## src/rtl/gelato_fetch_warp_arbiter_if.sv

```systemverilog
// gelato_fetch_warp_arbiter_if: fetch request channel from the warp arbiter to I-fetch.
// The master drives the request payload and valid. The slave (I-fetch) drives ready.
interface gelato_fetch_warp_arbiter_if #(
    parameter int ADDR_W    = 32,
    parameter int SPLIT_W   = 4,
    parameter int WARP_ID_W = 3
);
    logic                 fetch_valid;
    logic                 fetch_ready;
    logic [ADDR_W-1:0]    fetch_pc;
    logic [WARP_ID_W-1:0] fetch_warp_num;
    logic [SPLIT_W-1:0]   fetch_split_table_num;

    modport master (
        output fetch_valid,
        output fetch_pc,
        output fetch_warp_num,
        output fetch_split_table_num,
        input  fetch_ready
    );

    modport slave (
        input  fetch_valid,
        input  fetch_pc,
        input  fetch_warp_num,
        input  fetch_split_table_num,
        output fetch_ready
    );
endinterface

```

## src/rtl/gelato_fetch_warp_arbiter.sv

```systemverilog
// gelato_fetch_warp_arbiter: tracks active warps and their in-flight fetch counts.
// Each cycle it picks one eligible warp and issues its PC to I-fetch over a
// valid/ready channel.
// Optional feature macro: GELATO_FETCH_GTO_EN. When it is defined, the last granted
// warp keeps the grant while it stays eligible (greedy-then-round-robin). When it is
// undefined, arbitration is strict round-robin.
module gelato_fetch_warp_arbiter #(
    parameter int WARP_NUM     = 8,
    parameter int ADDR_W       = 32,
    parameter int SPLIT_W      = 4,
    parameter int MAX_INFLIGHT = 1,
    parameter int WARP_ID_W    = $clog2(WARP_NUM),
    parameter int CNT_W        = $clog2(MAX_INFLIGHT + 1)
) (
    input  logic                             clk,
    input  logic                             rst_n,
    input  logic [WARP_NUM-1:0]              pc_valid,
    input  logic [WARP_NUM-1:0][ADDR_W-1:0]  pc,
    input  logic [WARP_NUM-1:0][SPLIT_W-1:0] split_table_num,
    input  logic                             activate_valid,
    input  logic [WARP_ID_W-1:0]             activate_warp_num,
    input  logic                             deactivate_valid,
    input  logic [WARP_ID_W-1:0]             deactivate_warp_num,
    gelato_fetch_warp_arbiter_if.master      fetch,
    input  logic                             resp_valid,
    input  logic [WARP_ID_W-1:0]             resp_warp_num,
    output logic [WARP_NUM-1:0]              warp_active
);
    localparam logic [CNT_W-1:0]     CNT_MAX    = CNT_W'(MAX_INFLIGHT);
    localparam logic [WARP_ID_W:0]   WARP_NUM_X = (WARP_ID_W + 1)'(WARP_NUM);
    localparam logic [WARP_ID_W-1:0] LAST_WARP  = WARP_ID_W'(WARP_NUM - 1);

    logic [WARP_NUM-1:0]  active_q;
    logic [CNT_W-1:0]     cnt_q [WARP_NUM];
    logic [WARP_ID_W-1:0] ptr_q;

    logic                 valid_q;
    logic [ADDR_W-1:0]    pc_q;
    logic [WARP_ID_W-1:0] warp_q;
    logic [SPLIT_W-1:0]   split_q;

    logic [WARP_NUM-1:0]  eligible;
    logic [WARP_NUM-1:0]  cnt_inc;
    logic [WARP_NUM-1:0]  cnt_dec;
    logic [WARP_ID_W:0]   scan_idx;
    logic                 rr_found;
    logic [WARP_ID_W-1:0] rr_grant;
    logic                 greedy_hit;
    logic                 grant_found;
    logic [WARP_ID_W-1:0] grant;
    logic                 out_free;
    logic                 load;

    // A warp may be granted only while active, with a valid PC and a free in-flight slot.
    always_comb begin
        eligible = '0;
        for (int w = 0; w < WARP_NUM; w++) begin
            eligible[w] = active_q[w] && pc_valid[w] && (cnt_q[w] < CNT_MAX);
        end
    end

    // Round-robin scan: the first eligible warp at or after the pointer, wrapping at WARP_NUM.
    always_comb begin
        rr_found = 1'b0;
        rr_grant = '0;
        scan_idx = '0;
        for (int i = 0; i < WARP_NUM; i++) begin
            scan_idx = {1'b0, ptr_q} + (WARP_ID_W + 1)'(i);
            if (scan_idx >= WARP_NUM_X) begin
                scan_idx = scan_idx - WARP_NUM_X;
            end
            if (!rr_found && eligible[scan_idx[WARP_ID_W-1:0]]) begin
                rr_found = 1'b1;
                rr_grant = scan_idx[WARP_ID_W-1:0];
            end
        end
    end

`ifdef GELATO_FETCH_GTO_EN
    logic [WARP_ID_W-1:0] last_q;
    logic                 last_valid_q;

    // Greedy path: keep granting the previous winner while it is still eligible.
    always_comb begin
        greedy_hit = last_valid_q && eligible[last_q];
    end

    // Remember the most recently granted warp for the greedy check.
    always_ff @(posedge clk or negedge rst_n) begin
        if (!rst_n) begin
            last_q       <= '0;
            last_valid_q <= 1'b0;
        end else if (load) begin
            last_q       <= grant;
            last_valid_q <= 1'b1;
        end
    end
`else
    assign greedy_hit = 1'b0;
`endif

    // Final grant selection and the output-register load condition.
    always_comb begin
        grant       = rr_grant;
        grant_found = rr_found;
`ifdef GELATO_FETCH_GTO_EN
        if (greedy_hit) begin
            grant       = last_q;
            grant_found = 1'b1;
        end
`endif
        out_free = !valid_q || fetch.fetch_ready;
        load     = out_free && grant_found;
    end

    // Per-warp counter events. A response to an idle warp is dropped unless it pairs with a load.
    always_comb begin
        cnt_inc = '0;
        cnt_dec = '0;
        for (int w = 0; w < WARP_NUM; w++) begin
            cnt_inc[w] = load && (grant == WARP_ID_W'(w));
            cnt_dec[w] = resp_valid && (resp_warp_num == WARP_ID_W'(w));
        end
    end

    // In-flight counters. A load and a response on the same warp in one cycle cancel out.
    always_ff @(posedge clk or negedge rst_n) begin
        if (!rst_n) begin
            for (int w = 0; w < WARP_NUM; w++) begin
                cnt_q[w] <= '0;
            end
        end else begin
            for (int w = 0; w < WARP_NUM; w++) begin
                if (cnt_inc[w] && !cnt_dec[w]) begin
                    cnt_q[w] <= cnt_q[w] + CNT_W'(1);
                end else if (!cnt_inc[w] && cnt_dec[w] && (cnt_q[w] != '0)) begin
                    cnt_q[w] <= cnt_q[w] - CNT_W'(1);
                end
            end
        end
    end

    // Active flags. The later clear gives deactivate priority over activate on the same warp.
    always_ff @(posedge clk or negedge rst_n) begin
        if (!rst_n) begin
            active_q <= '0;
        end else begin
            if (activate_valid) begin
                active_q[activate_warp_num] <= 1'b1;
            end
            if (deactivate_valid) begin
                active_q[deactivate_warp_num] <= 1'b0;
            end
        end
    end

    // Round-robin pointer moves past the winner, except on a greedy re-grant.
    always_ff @(posedge clk or negedge rst_n) begin
        if (!rst_n) begin
            ptr_q <= '0;
        end else if (load && !greedy_hit) begin
            ptr_q <= (grant == LAST_WARP) ? '0 : grant + WARP_ID_W'(1);
        end
    end

    // Request register. It holds its payload until accepted and drops valid if nothing is eligible.
    always_ff @(posedge clk or negedge rst_n) begin
        if (!rst_n) begin
            valid_q <= 1'b0;
            pc_q    <= '0;
            warp_q  <= '0;
            split_q <= '0;
        end else begin
            if (out_free) begin
                valid_q <= grant_found;
            end
            if (load) begin
                pc_q    <= pc[grant];
                warp_q  <= grant;
                split_q <= split_table_num[grant];
            end
        end
    end

    assign fetch.fetch_valid           = valid_q;
    assign fetch.fetch_pc              = pc_q;
    assign fetch.fetch_warp_num        = warp_q;
    assign fetch.fetch_split_table_num = split_q;
    assign warp_active                 = active_q;

endmodule

```

## src/flat_wrapper.sv

```systemverilog
// flat-port wrapper written by rule: the top's interface ports become plain ports
module gelato_fetch_warp_arbiter_flat 
#(
    parameter int WARP_NUM     = 8,
    parameter int ADDR_W       = 32,
    parameter int SPLIT_W      = 4,
    parameter int MAX_INFLIGHT = 1,
    parameter int WARP_ID_W    = $clog2(WARP_NUM),
    parameter int CNT_W        = $clog2(MAX_INFLIGHT + 1)
)
  (clk, rst_n, pc_valid, pc, split_table_num, activate_valid, activate_warp_num, deactivate_valid, deactivate_warp_num, resp_valid, resp_warp_num, warp_active, fetch_fetch_valid, fetch_fetch_pc, fetch_fetch_warp_num, fetch_fetch_split_table_num, fetch_fetch_ready);
  gelato_fetch_warp_arbiter_if #(.ADDR_W(ADDR_W), .SPLIT_W(SPLIT_W), .WARP_ID_W(WARP_ID_W)) fetch_i ();
  input  logic clk;
  input  logic rst_n;
  input  logic [WARP_NUM-1:0] pc_valid;
  input  logic [WARP_NUM-1:0][ADDR_W-1:0] pc;
  input  logic [WARP_NUM-1:0][SPLIT_W-1:0] split_table_num;
  input  logic activate_valid;
  input  logic [WARP_ID_W-1:0] activate_warp_num;
  input  logic deactivate_valid;
  input  logic [WARP_ID_W-1:0] deactivate_warp_num;
  input  logic resp_valid;
  input  logic [WARP_ID_W-1:0] resp_warp_num;
  output logic [WARP_NUM-1:0] warp_active;
  output wire logic [$bits(fetch_i.fetch_valid)-1:0] fetch_fetch_valid;
  output wire logic [$bits(fetch_i.fetch_pc)-1:0] fetch_fetch_pc;
  output wire logic [$bits(fetch_i.fetch_warp_num)-1:0] fetch_fetch_warp_num;
  output wire logic [$bits(fetch_i.fetch_split_table_num)-1:0] fetch_fetch_split_table_num;
  input wire logic [$bits(fetch_i.fetch_ready)-1:0] fetch_fetch_ready;
  assign fetch_fetch_valid = fetch_i.fetch_valid;
  assign fetch_fetch_pc = fetch_i.fetch_pc;
  assign fetch_fetch_warp_num = fetch_i.fetch_warp_num;
  assign fetch_fetch_split_table_num = fetch_i.fetch_split_table_num;
  assign fetch_i.fetch_ready = fetch_fetch_ready;
  gelato_fetch_warp_arbiter #(.WARP_NUM(WARP_NUM), .ADDR_W(ADDR_W), .SPLIT_W(SPLIT_W), .MAX_INFLIGHT(MAX_INFLIGHT), .WARP_ID_W(WARP_ID_W), .CNT_W(CNT_W)) u_core (.clk(clk), .rst_n(rst_n), .pc_valid(pc_valid), .pc(pc), .split_table_num(split_table_num), .activate_valid(activate_valid), .activate_warp_num(activate_warp_num), .deactivate_valid(deactivate_valid), .deactivate_warp_num(deactivate_warp_num), .fetch(fetch_i), .resp_valid(resp_valid), .resp_warp_num(resp_warp_num), .warp_active(warp_active));
endmodule
```

## config.mk

```make
export PLATFORM = sky130hd
export DESIGN_NAME = gelato_fetch_warp_arbiter_flat
export DESIGN_NICKNAME = d
export VERILOG_FILES = /design/src/rtl/gelato_fetch_warp_arbiter_if.sv /design/src/rtl/gelato_fetch_warp_arbiter.sv /design/src/flat_wrapper.sv
export SDC_FILE = /design/constraint.sdc
export NUM_CORES = 1
export LEC_CHECK = 0
export ABC_AREA = 1
export BUFFER_PORTS_ARGS = -buffer_cell sky130_fd_sc_hd__buf_4
export CAP_MARGIN = 40
export CELL_PAD_IN_SITES_DETAIL_PLACEMENT = 1
export CELL_PAD_IN_SITES_GLOBAL_PLACEMENT = 1
export CORE_ASPECT_RATIO = 1.75
export CORE_MARGIN = 4
export CORE_UTILIZATION = 31
export DETAILED_ROUTE_END_ITERATION = 8
export PLACE_DENSITY = 0.85
export SKIP_CTS_REPAIR_TIMING = 1
export SYNTH_ARGS = -nofsm -noshare
export SYNTH_HDL_FRONTEND = slang
export SYNTH_SLANG_ARGS = --single-unit
```

## constraint.sdc

```tcl
create_clock -name clk -period 4.5 [get_ports clk]
set_input_delay 0.9 -clock clk [delete_from_list [all_inputs] [get_ports clk]]
set_output_delay 0.9 -clock clk [all_outputs]
set_load 0.05 [all_outputs]
```

Word-level counts from Yosys, hierarchy flattened:

Cells that the tools add are included.

* register bits: 59
* input port bits: 311
* output and inout bits: 48
* word-level logic and storage cells: 260

* add/sub/neg operators: 32
* order comparisons: 29
* equality and inequality tests: 14
* multiplexer cells: 67
* bitwise gates (word level): 3
* reduce and logical (&&, ||, !) cells: 101

Operator list (number)
* binary-select mux 32 bit (select 3 bit): 1
* logical AND 1 bit: 66
* 2-to-1 mux 3 bit: 17
* < comparator 3 x 4 -> 1 bit (second input constant): 11
* 2-to-1 mux 1 bit: 34
* 2-to-1 mux 32 bit: 1
* greater-or-equal comparator 4 bit (second input constant): 7
* binary-select mux 1 bit (select 3 bit): 8
* == test 3 bit (second input constant): 8
* logical NOT 1 bit: 24
* subtractor 3 x 1 -> 3 bit (second input constant): 8
* adder 3 x 3 -> 4 bit (second input constant): 4
* 2-to-1 mux 8 bit: 2
* nonzero test 2 bit: 8
* binary-select mux 4 bit (select 3 bit): 1
* == test 3 x 2 -> 1 bit (second input constant): 4
* adder 1 bit (second input constant): 8
* adder 3 x 2 -> 4 bit (second input constant): 2
* AND 8 bit: 1
* < comparator 1 bit (second input constant): 8
* inverter 8 bit: 1
* bitwise OR 8 bit: 1
* subtractor 1 bit (second input constant): 8
* demux 1 bit (select 3 bit): 2
* 8 further kinds: 11

Depth between registers and ports, before layout:

Gate-level depths: netlist of the first run.

* depth in word-level cells: 33
* mapped depth: 24
* depth with buffers taken out: 21

Least setup slack after synthesis of the first run:

OpenSTA, ideal clock, no wires.

* kind: flip-flop to flip-flop
* from: register u_core.ptr_q[1]
* to: register u_core.pc_q[10], in the netlist u_core.fetch.fetch_pc[10]
* arrival time: 2688 ps
* required time: 4375 ps
* setup slack: 1688 ps
* stages on the path, launching flop included: 22
* clock period less this slack: 2812 ps
* cell sequence: dfrtp_1 buf_4 inv_1 buf_6 ha_1 inv_1 nand2_1 nand3_1 nand2_1 nor2_2 nand3_2 nor3_4 nand4_1 buf_4 buf_2 buf_2 nand3_1 nand2_1 nand2_1 nand2_1 nand2_1 nand3_1

* longest elaborated chain between the ends: 28
* elaborated cells between the ends (all ways): 80
* those cells by class: add/sub: 15; order compare: 8; mux: 42; reduce/logical: 15

Ends and longest elaborated chain
* from (decl): RTL line gelato_fetch_warp_arbiter.sv:35 `logic [WARP_ID_W-1:0] ptr_q;`
* from (signal assigned): RTL line gelato_fetch_warp_arbiter.sv:162 `ptr_q <= (grant == LAST_WARP) ? '0 : grant + WARP_ID_W'(1);`
* branches (longest 28 deep; another with adder 3 x 1 -> 4 bit)
* to (signal assigned): RTL line gelato_fetch_warp_arbiter.sv:178 `pc_q <= pc[grant];`
* to (decl): RTL line gelato_fetch_warp_arbiter.sv:38 `logic [ADDR_W-1:0] pc_q;`

Parallel ways; which one is timed is not known. The select of a mux whose other input is x is not followed.
A chain may end at the register's enable or synchronous reset.

Worst setup path after layout of the first run:

* from: register u_core.ptr_q[0]
* to: register u_core.pc_q[18], in the netlist u_core.fetch.fetch_pc[18]

Same word-level chain as after synthesis.

==> impl_results.md, run 1 <==
* Outcome: finished, final reports clean
* Total Wirelength at 32.4 mm
* Worst-path clk slew at 0.06 ns
* Data arrival, critical path at 4.04 ns
* Slowest CP cell: ha_1
* Req. time, crit path at approximately 4.8 ns
* Synth Warn # at 0
* Crit Path Category: register to register
* Reg2Reg Launch Point: u_core.ptr_q[0]$_DFFE_PN0N_
* Total CTS buffers at 9
* FFs w/ async S/R, synth at 100%
* Core Region at roughly 20000 um2
* Sequential cell area at about 1500 um2
* Routed Antenna Nets at 0
* Vias in the first global route at 9535
* Post-synth top cells: nand2_1 (704), nand3_1 (223), dfrtp_1 (59), inv_1 (35), buf_2 (28)
* CTS tree: done
* Avg Inst Size Synth at about 5.4 um2
* Port Buffers at between 300 and 400
* Distinct cells, synth at 32
* Clock buffer depth at 2
* R2r setup slk at about 0.73 ns
* Crit path cell chain: inv_2 > ha_1 > inv_1 > nand2_1 > nand2_1 > nand2_1 > nand2_1 > nand3_2 > nor2_2 > nand3_1 > nand3_1 > nand2_4 > nand2_8 > buf_4 > nand2_1 > nand2_1 > nand2_1 > nand2_1 > nand2_1 > nand3_1
* Final setup viols at 0
* GP Congestion at approximately 0.9
* Fin nets at between 1500 and 2000
* CP top delay family: simple AND/OR/NAND/NOR gates
* H-tree depth at 3
* Initial Utilization at between 30% and 40%
* Worst Tran Pin Value at roughly 0.88 ns
* Hold Path Class: register to register
* GRT Total Usage at 27.4%
* CP peak stage delay at roughly 0.41 ns
* Multi-input gate area at around 4400 um2
* Largest net degree at the start of global routing at about 150
* Fmax at 0.265 GHz
* Sequential-to-total area share from yosys stat at 22.9%
* Setup TNS at 0 ns
* Clk_skew at ~0.0085 ns
* CP Buf/Inv Count at 3
* Most used DFF post-synth: dfrtp_1
* Die H at slightly below 200 um
* Share of layout cells above drive strength 1 at about 28%
* Fillers at between 2000 and 3000
* Skew-Pair Late Insertion Delay at about 0.34 ns
* Die Area at 23300 um2
* Residual DRC count at 0
* Post-synth top area share at between 40% and 50%
* Relative slew slack at 41.1%
* Worst setup EP type: register
* First-pass GRT wire length at 49.2 mm
* Startpoint types: register
* Die W at 117 um
* Worst r2r path cells at 20
* Post-synth EDFFs at 0
* Via/cell ratio at 5.11
* Worst hold start: u_core.cnt_q[6]$_DFFE_PN0P_
* Hold Path End: u_core.cnt_q[6]$_DFFE_PN0P_
* # rows at between 60 and 70
* Ranking of synthesized cells by area: nand2_1 (41%), dfrtp_1 (23%), nand3_1 (17%)
* Synthesized area at 6450 um2
* Critical path's most frequent cell: nand2_1
* I/O Pins at 359
* Final hold vios at 0
* Yosys top cell by area: nand2_1
* Final period util at between 80% and 90%
* #FFs+latches synth at 59
* Post-DP HPWL at 24.9 mm
* GRT overflow at 0
* Min Tclk post-route at between 3 and 4 ns
* Via count at roughly 9000
* Post-Syn Instances at roughly 1200
* Initial antenna violation count at 1
* Root Driver: clkbuf_16
* Net Count, Synth at around 1500
* Max-Cap Viols at 0
* DR iter-0 viols at 300
* TritonCTS Sinks at slightly below 60
* Hold Crit Depth at 2
* Initial DRT Pass Iterations at 5
* Worst R2R End: u_core.fetch.fetch_pc[18]$_DFFE_PN0N_
* CP Max Fanout at 41
* Max-slew violations at 0
* Cell with the most instances after synthesis: nand2_1
* RSZ-0062 raised after global routing: no
* Area growth syn-to-layout at 47.9%
* Drt wl/cell at between 15 and 20 um
-- cell type report --
cell class                 count  area share, %
inverter                      40           1.57
tap                          248           3.25
timing repair buffer         374           30.4
clock inverter                 7           1.05
clock buffer                   9           2.36
antenna                        1         0.0262
multi-input combinational   1020           45.9
sequential                    59           15.5
-- sequential cells by signal, indices dropped and copies added, names as in the netlist --
signal and count:
u_core.cnt_q 8, u_core.fetch.fetch_pc 32, u_core.fetch.fetch_split_table_num 4, u_core.fetch.fetch_valid 1, u_core.fetch.fetch_warp_num 3, u_core.ptr_q 3, u_core.warp_active 8
-- metal layers --
metal	GRT usage (%)	up-vias	part of all wire (%)
li1	-	4398	-
met1	28.7	4266	36
met2	51.5	252	54
met3	5.05	67	5.1
met4	12.0	0	4.3
met5	0	-	0
-- how the worst max path moves through the flow --
stage | from | to | depth (start not counted)
2_1_floorplan | u_core.ptr_q[1]$_DFFE_PN0N_ | u_core.fetch.fetch_pc[10]$_DFFE_PN0N_ | 21
3_3_place_gp | u_core.ptr_q[0]$_DFFE_PN0N_ | u_core.fetch.fetch_split_table_num[2]$_DFFE_PN0N_ | 20
3_5_place_dp | pc_valid[6] | u_core.fetch.fetch_pc[0]$_DFFE_PN0N_ | 21
4_1_cts | u_core.ptr_q[0]$_DFFE_PN0N_ | u_core.fetch.fetch_pc[18]$_DFFE_PN0N_ | 20
5_1_grt | u_core.ptr_q[0]$_DFFE_PN0N_ | u_core.fetch.fetch_pc[26]$_DFFE_PN0N_ | 20
6_report | u_core.ptr_q[0]$_DFFE_PN0N_ | u_core.fetch.fetch_pc[18]$_DFFE_PN0N_ | 20
-- worst reg2reg max path, delay by kind of cell, from the launching register on --
family        cells  cell delay [ns]
buf+inv           3             0.80
simple gates     16             2.11
fa+ha+maj         1             0.42
flops             1             0.39
-- kinds of logic after synthesis --
group                      after synthesis  share of synthesized area (%)
AOI/OAI and AO/OA                       31                           2.68
xor gates and xnor gates                 3                          0.815
DFF                                     59                           22.9
and+or+nand+nor                        984                           63.4
adders and majority gates                2                          0.388
buffers and inverters                  120                           9.82
-- placed cells by master (no fill, tap or decap), types with 2 or more instances in the layout --
cell type,Yosys,routed
a21oi_1,16,16
buf_12,1,7
buf_4,5,367
bufinv_16,0,2
clkbuf_16,0,9
clkinv_4,0,3
dfrtp_1,59,59
ha_1,2,2
inv_1,35,35
inv_2,5,5
nand2_1,704,704
nand2_2,4,3
nand3_1,223,222
nand3_2,5,5
nand4_1,9,9
nor2_1,25,23
nor2_2,2,2
nor2_4,0,2
nor3_1,8,8
o211ai_1,2,2
o21ai_0,6,6
o21ai_1,3,3
o22ai_1,2,2
-- metrics by stage --
stage	setup WS, ns	hold slack (ns)	std cells	cell area (um2)	util [%]
6_report	0.730	0.492	1758	9540	46.8
5_1_grt	0.428	0.509	1758	9540	46.8
4_1_cts	0.733	0.490	1757	9530	46.8
3_5_place_dp	0.749	0.473	1741	9210	45.2
3_3_place_gp	0.743	0.469	1740	9190	45.1
2_1_floorplan	1.69	0.449	1199	6450	-
Power of run 1 is not shown: default switching activity piles up to over one toggle a cycle in this logic, so the estimate is an artifact.
==> inputs of run 2 (changes only) <==
--- a/config.mk
+++ b/config.mk
@@ -12,9 +12,9 @@
 export CELL_PAD_IN_SITES_GLOBAL_PLACEMENT = 1
 export CORE_ASPECT_RATIO = 1.75
 export CORE_MARGIN = 4
-export CORE_UTILIZATION = 31
+export CORE_UTILIZATION = 26
 export DETAILED_ROUTE_END_ITERATION = 8
-export PLACE_DENSITY = 0.85
+export PLACE_DENSITY = 0.76
 export SKIP_CTS_REPAIR_TIMING = 1
 export SYNTH_ARGS = -nofsm -noshare
 export SYNTH_HDL_FRONTEND = slang
==> constraint.sdc (replaced) <==
create_clock -name clk -period 3.44 [get_ports clk]
set_input_delay 0.688 -clock clk [delete_from_list [all_inputs] [get_ports clk]]
set_output_delay 0.688 -clock clk [all_outputs]
set_load 0.05 [all_outputs]
==> impl_results.md, run 2 (synthesized netlist as in run 1, its figures left out) <==
* Fmax at 0.316 GHz
* Core Region at around 25000 um2
* Residual DRC count at 0
* GR Util met2 at ~49%
* Non-filler instance count after layout at roughly 1900
* Clk_skew at 0.00842 ns
* # rows at between 70 and 80
* Worst-path clk slew at 0.06 ns
* Initial Utilization at 26.3%
* Via/cell ratio at roughly 5
* Core Util, Final at roughly 40%
* Hold Path Class: input port to asynchronous set/reset pin
* Area growth syn-to-layout at 56.6%
* TritonCTS Sinks at between 50 and 60
* Crit Path Category: register to register
* Req. time, crit path at around 3.7 ns
* Final hold vios at 0
* Routed Antenna Nets at 0
* Fin nets at between 1500 and 2000
* GR Util met3 at under 10%
* CTS tree: done
* Initial antenna violation count at 0
* Root Driver: clkbuf_16
* Port Buffers at roughly 360
* First-pass GRT wire length at around 53 mm
* Max-slew violations at 0
* Critical path's most frequent cell: nand2_1
* Relative slew slack at 64.2%
* Clock buffer depth at 2
* Max-Cap Viols at 0
* Outcome: finished, final reports clean
* Crit path cell chain: buf_4 > ha_2 > xor2_4 > inv_2 > nand3_2 > nand2_1 > nor2_2 > nand3_2 > nor3_4 > buf_4 > nand4_1 > buf_4 > nand2_8 > buf_16 > nand2_1 > nand2_1 > nand2_1 > nand2_1 > nand2_1 > nand3_1
* Layer with the highest usage: met2
* Largest net degree at the start of global routing at ~110
* Post-DP HPWL at roughly 27 mm
* Drt wl/cell at 18.7 um
* Startpoint types: register
* I/O Pins at roughly 360
* CP Max Fanout at 23
* Die Area at 27500 um2
* GRT overflow at 0
* Data arrival, critical path at between 3 and 4 ns
* Total CTS buffers at 9
* Vias in the first global route at ~9700
* Placed cells at roughly 1800
* Final period util at 91.9%
* Initial DRT Pass Iterations at 5
* ANT cells at 0
* H-tree depth at 3
* Min Tclk post-route at between 3 and 4 ns
* Met1 Use GR at about a quarter
* Slowest CP cell: dfrtp_1
* Total Wirelength at 34.7 mm
* Skew-Pair Late Insertion Delay at 0.33 ns
* DR iter-0 viols at 400
* Setup TNS at 0 ns
* Die H at around 220 um
* Most frequent cells in the layout: nand2_1 (704), buf_4 (391), nand3_1 (222)
* GP Congestion at between 0.9 and 1
* Worst setup EP type: register
* Most common cell after layout, fill and taps aside: nand2_1
* Die W at ~130 um
* Worst Tran Pin Value at between 0.5 and 0.6 ns
* Final setup viols at 0
* Share of layout cells above drive strength 1 at roughly 29%
* Via count at between 9000 and 10000
* Max FFs per register at 32
* GRT Total Usage at between 20 and 25%
* CP peak stage delay at approximately 0.34 ns
run 2: changes by cell type in the layout (fill, tap and decap cells not counted), sizes merged:
cell,previous run,this run
clkinv,4,2
diode,1,0
clkinvlp,0,1
clkbuf,9,11
buf,374,409
inv,41,42
run 2: critical path: cells and delay by family (launching register included):
kind	cells	cell delay [ns]
buffers and inverters	5	0.82
xor gates and xnor gates	1	0.24
and+or+nand+nor	13	1.42
DFF	1	0.34
adders and majority gates	1	0.24
run 2: per-stage QoR:
step | hold slack (ns) | instance area [um2] | setup slack, ns
floorplan | 0.392 | 6450 | 0.628
global placement | 0.466 | 9580 | -0.0786
detailed placement | 0.473 | 9630 | -0.128
CTS | 0.128 | 9950 | 0.0654
global route | 0.133 | 10100 | -0.00285
finish | 0.144 | 10100 | 0.279
run 2: final timing paths:
kind	slack [ns]	from	endpoint	cells after the start
min in group clk	0.49	u_core.fetch.fetch_warp_num[2]$_DFFE_PN0N_	u_core.fetch.fetch_warp_num[2]$_DFFE_PN0N_	2
min reg2reg	0.49	u_core.fetch.fetch_warp_num[2]$_DFFE_PN0N_	u_core.fetch.fetch_warp_num[2]$_DFFE_PN0N_	2
max in group asynchronous	2.79	rst_n	u_core.fetch.fetch_pc[17]$_DFFE_PN0N_	2
max	0.28	u_core.ptr_q[1]$_DFFE_PN0N_	u_core.fetch.fetch_pc[17]$_DFFE_PN0N_	20
max reg2reg	0.28	u_core.ptr_q[1]$_DFFE_PN0N_	u_core.fetch.fetch_pc[17]$_DFFE_PN0N_	20
min	0.14	rst_n	u_core.fetch.fetch_pc[21]$_DFFE_PN0N_	1
run 2: cell type report:
class | instances | area, um2
Inverter | 40 | 150
Fill cell | 3392 | 14400
Tap cell | 312 | 390
Sequential cell | 59 | 1480
Timing Repair Buffer | 411 | 3360
Clock inverter | 7 | 98.8
Clock buffer | 9 | 225
Multi-Input combinational cell | 1020 | 4390
run 2: layer usage:
layer | vias to the layer above | part of all wire, %
li1 | 4468 | -
met1 | 4278 | 36
met2 | 273 | 57
met3 | 50 | 4.4
met4 | 0 | 3.3
met5 | - | 0
Power of run 2 is left out for the same reason.
